### src/rtl/sigdiv_iter.sv
// Iterative radix-2 restoring divider for normalized significands.
// Produces one quotient bit per clock; emits a truncated quotient, a sticky bit and an invalid-divisor flag.
module sigdiv_iter #(
  parameter int W  = 58,
  parameter int QW = W + 2,
  parameter int CW = $clog2(QW)
) (
  input  logic          clk,
  input  logic          rst,
  input  logic          start,
  input  logic [W-1:0]  a,
  input  logic [W-1:0]  b,
  output logic          busy,
  output logic          done,
  output logic [QW-1:0] q,
  output logic          sticky,
  output logic          inv
);

  localparam logic [0:0] IDLE = 1'b0;
  localparam logic [0:0] RUN  = 1'b1;

  logic [0:0]    state;
  logic [W:0]    r;
  logic [W-1:0]  d;
  // The accumulator's top bit is only ever needed in qnext, so it is never stored.
  logic [QW-2:0] qacc;
  logic [CW-1:0] cnt;

  logic          qbit;
  logic [W:0]    r_sub;
  logic [QW-1:0] qnext;

  always_comb begin
    qbit  = (r >= {1'b0, d});
    r_sub = qbit ? (r - {1'b0, d}) : r;
    qnext = {qacc, qbit};
  end

  assign busy = (state == RUN);

  always_ff @(posedge clk) begin
    if (rst) begin
      state  <= IDLE;
      done   <= 1'b0;
      inv    <= 1'b0;
      sticky <= 1'b0;
      q      <= '0;
      r      <= '0;
      d      <= '0;
      qacc   <= '0;
      cnt    <= '0;
    end else begin
      done <= 1'b0;
      case (state)
        IDLE: begin
          if (start) begin
            if (b[W-1]) begin
              r     <= {1'b0, a};
              d     <= b;
              qacc  <= '0;
              cnt   <= CW'(QW - 1);
              inv   <= 1'b0;
              state <= RUN;
            end else begin
              q      <= '1;
              sticky <= 1'b0;
              inv    <= 1'b1;
              done   <= 1'b1;
            end
          end
        end
        RUN: begin
          // r_sub < d < 2^W, so the shifted remainder always fits in W+1 bits.
          r    <= {r_sub[W-1:0], 1'b0};
          qacc <= qnext[QW-2:0];
          cnt  <= cnt - 1'b1;
          if (cnt == '0) begin
            q      <= qnext;
            sticky <= (r_sub != '0);
            done   <= 1'b1;
            state  <= IDLE;
          end
        end
        default: state <= IDLE;
      endcase
    end
  end

endmodule

### config.mk
export PLATFORM = sky130hd
export DESIGN_NAME = sigdiv_iter
export DESIGN_NICKNAME = d
export VERILOG_FILES = /design/src/rtl/sigdiv_iter.sv
export SDC_FILE = /design/constraint.sdc
export NUM_CORES = 1
export LEC_CHECK = 0
export CAP_MARGIN = 10
export CELL_PAD_IN_SITES_DETAIL_PLACEMENT = 1
export CELL_PAD_IN_SITES_GLOBAL_PLACEMENT = 2
export CORE_MARGIN = 2
export CORE_UTILIZATION = 25
export DETAILED_ROUTE_END_ITERATION = 16
export GPL_TIMING_DRIVEN = 0
export MAX_ROUTING_LAYER = met4
export PLACE_DENSITY = 0.65
export SLEW_MARGIN = 10
export SYNTH_ARGS = -nofsm -noshare
export SYNTH_HDL_FRONTEND = slang
export SYNTH_SLANG_ARGS = --single-unit
### constraint.sdc
create_clock -name clk -period 3.55 [get_ports clk]
set_clock_uncertainty 0.15 [all_clocks]
set_input_delay 0.71 -clock clk [delete_from_list [all_inputs] [get_ports clk]]
set_output_delay 0.71 -clock clk [all_outputs]
set_load 0.01 [all_outputs]
==> results of run 1 <==
[kinds of logic (layout without fill, tap and decap cells)]
logic type      Yosys count  after routing  share of synthesized area [%]
compound gates          455            455                           21.8
xor+xnor                 32             32                           1.94
fa+ha+maj                61             61                           5.34
buf+inv                 201            502                           6.11
flops                   246            246                           34.1
mux                      68             68                           4.72
other cells               0              7                              0
simple gates            835            835                           26.0
[per-stage QoR]
stage | setup slack [ps] | cell area (um2)
floorplan | 19.3 | 14400
global placement | -1820 | 17200
detailed placement | -1760 | 17200
CTS | -290 | 19900
global route | -480 | 20300
finish | -383 | 20300
[layout make-up]
| cell class | count | area [um2] |
|---|---|---|
| Fill cell | 6782 | 37100 |
| Multi-Input combinational cell | 1451 | 9780 |
| Sequential cell | 246 | 4990 |
| Timing Repair Buffer | 251 | 2340 |
| Tap cell | 765 | 957 |
| Clock buffer | 45 | 918 |
| Buffer | 124 | 800 |
| Inverter | 69 | 259 |
| Clock inverter | 13 | 196 |
| Antenna cell | 7 | 17.5 |
[flip-flops by register name, summed over array words and instances, names as in the netlist]
register and count:
r 59, inv 1, qacc 59, done 1, cnt 6, q 60, d 58, sticky 1
busy 1
[worst min-delay path, stage by stage, from the launching register on]
cell and delay [ps]:
dfxtp_2 320, nand2_1 50, a21oi_1 50
[Yosys cell counts (26+ instances only)]
master,number
inv_1,69
a21oi_1,150
nand3_1,26
o21ai_0,64
clkbuf_1,85
nand4_1,28
mux2i_1,67
nand2_1,268
ha_1,60
a222oi_1,43
nor3_1,90
nor2_1,311
dfxtp_1,246
[what timing repair did]
item | 4_1_cts | 5_1_grt
pin swaps | 61 | 17
hold buffers | 0 | 0
setup buffers | 62 | 7
endpoints found under the setup margin | 71 | 77
endpoints found under the hold margin | 0 | 0
gates resized for setup | 290 | 82
[worst max-delay path by stage]
stage	to	slack, ps
after floorplan	sticky	20
after global placement	r[2]	-1820
after detailed placement	r[2]	-1760
after CTS	sticky	-290
after global routing	sticky	-480
final	sticky	-380
[report_power, final]
| part | leakage, nW | switching, mW | internal, mW |
|---|---|---|---|
| clock | 0.544 | 1.38 | 2.09 |
| sequential | 2.03 | 0.258 | 3.00 |
| combinational | 5.15 | 5.73 | 3.69 |
| total | 7.73 | 7.37 | 8.78 |
[placed cells by master (no fill, tap or decap), types with 31 or more instances in the layout]
| cell type | synthesis | final |
|---|---|---|
| clkbuf_16 | 0 | 31 |
| a21oi_1 | 150 | 114 |
| nand2_1 | 268 | 260 |
| o21ai_0 | 64 | 44 |
| nor2_1 | 311 | 304 |
| nor3_1 | 90 | 87 |
| inv_1 | 69 | 66 |
| mux2i_1 | 67 | 66 |
| clkbuf_1 | 85 | 73 |
| dfxtp_1 | 246 | 207 |
| ha_1 | 60 | 32 |
| a222oi_1 | 43 | 43 |
| dfxtp_2 | 0 | 31 |
| buf_4 | 6 | 74 |
| clkdlybuf4s50_1 | 0 | 181 |
[routing by layer]
| layer | share of wire, % | up-vias |
|---|---|---|
| li1 | - | 7347 |
| met1 | 45 | 7635 |
| met2 | 46 | 379 |
| met3 | 5.6 | 102 |
| met4 | 3.3 | 0 |
| met5 | 0 | - |
==> summary.md, run 1 <==
| Metric | Value |
|---|---|
| Critical-path maximum fanout | 6 |
| Final wirelength | 69.7 mm |
| Cell variety after synth | 99 |
| Worst setup margin | -383 ps |
| 1st-iter DRT viols | 1165 |
| Crit path cell chain | ha_1 -> buf_6 -> a21oi_1 -> o21ai_1 -> a211o_1 -> nand2_2 -> o2111ai_4 -> nor2_4 -> buf_12 -> buf_4 -> nand3_1 -> a21oi_2 -> nand4_1 -> nor4_4 -> a41oi_1 |
| Finish-stage setup viols | 3 |
| CP Class | flip-flop to flip-flop |
| Hold Crit Depth | 2 |
| Failing checks | negative setup slack |
| Via count | 15500 |
| F_max | 254 MHz |
| Layout cells sized above 1 | 19.1% |
| Max-cap viol count | 0 |
| PD cells | 797 mW/mm2 |
| Grt peak-use layer | met2 |
| Worst r2r dst | sticky |
| Leakage | 7.73 nW |
| Overflow after GRT | 0 |
| Initial antenna violation count | 8 |
| Crit share post-route | 111% |
| Syn Area/Cell | 7.61 um2 |
| Slowest Stage Delay on Critical Path | around 370 ps |
| M1 GR Usage | 30.1% |
| Max-slew headroom | 21.6% |
| Root Buffer | clkbuf_16 |
| Row count | between 80 and 90 |
| Netlist area before placement | 0.0144 mm2 |
| Clock Pin Slew Worst Setup and Hold Paths | 60 ps |
| Die area | between 0.05 and 0.06 mm2 |
| Synth warn | 0 |
| TritonCTS clock tree | done |
| Area delta synth->final | 40.3% |
| Worst-margin pin slew | between 1000 and 1500 ps |
| Initial core utilization | 25.2% |
| Inserted Clock Buffers | 31 |
| Layout Cells excl Fill | 2971 |
| Hold-critical path endpoint | d[51] |
| Crit path depth | 15 |
| Largest net degree at the start of global routing | 17 |
| Hold path startpoint | d[51] |
| Final Hold Viols | 0 |
| Met2 Usage GRT | a little under two fifths |
| Top cells by area, synth | dfxtp_1, nor2_1, nand2_1 |
| Largest area contributor in the netlist | dfxtp_1 |
| Die W | 244 um |
| WL/cell | 23.5 um |
| WP data required | 3880 ps |
| Max-slew violations | 0 |
| DP HPWL | 54.0 mm |
| FF+latch count, synth | 246 |
| CP max-delay cell | nor4_4 |
| Register-to-Register Setup Slack | -380 ps |
| Post-synth EDFFs | 0 |
| Die Y | 244 um |
| Met3 usage | 3.74% |
| CTS Sinks | roughly 250 |
| TNS Setup | -429 ps |
| Status | finished, violations left |
| Final core occ | 35.3% |
| DRC | 0 |
| Hold/Removal Path Class | flip-flop to flip-flop |
| FF-to-FF path depth | 15 |
| Placed cells | roughly 2800 |
| CP Launch Type | flip-flop |
| Via-per-instance ratio | 5.20 |
| CP startpoint | r[46] |
| Setup crit end kind | flip-flop |
| Hold WS | between 300 and 400 ps |
| Post-route minimum period | 3930 ps |
| Clk Latency, worst-skew pair | 620 ps |
| Bufs and invs on worst path | 3 |
| First-pass GRT wire length | 104 mm |
| CTS max path bufs | 3 |
| I/O pin count | 183 |
| Top cell type's share of synthesized area | 34.1% |
| Mapped Cells | 1898 |
| Register area share after synthesis | about a third |
| Antenna Violating Nets Remaining | 0 |
| Port Buffers | 181 |
| Total chip power | 16.2 mW |
| Top cell family by delay on the critical path | compound AO/OA/AOI/OAI gates |
| Layout Nets | 2354 |
| Core ar. | roughly 0.057 mm2 |
| Arr. time, crit path | 4260 ps |
| Main synth FF type | dfxtp_1 |
| RSZ-0062 raised after global routing | true |
| Drt first pass iters | 9 |
| Peak supply drop | 430 uV |
| Number of global-route vias before repair | 16300 |
| RR Startpoint | r[46] |
| Asr flop ratio synth | 0% |
| Syn nets | 2078 |
| Gpl congestion | between 0.9 and 1 |
| All-Layer GR Usage | 23.6% |
| H-tree levels | 1 |
No activity file was read; power rests on OpenSTA's default activity.
==> inputs of run 2 (changes only) <==
CAP_MARGIN = 15   (was 10)
==> results of run 2 <==
No change in the layout: final DEF, timing and power equal those of run 1.
==> inputs of run 3 (changes only) <==
ABC_CLOCK_PERIOD_IN_PS = 3550   (was default)
TNS_END_PERCENT = 100   (was default)
==> results of run 3 <==
No change in the layout: final DEF, timing and power equal those of run 1.
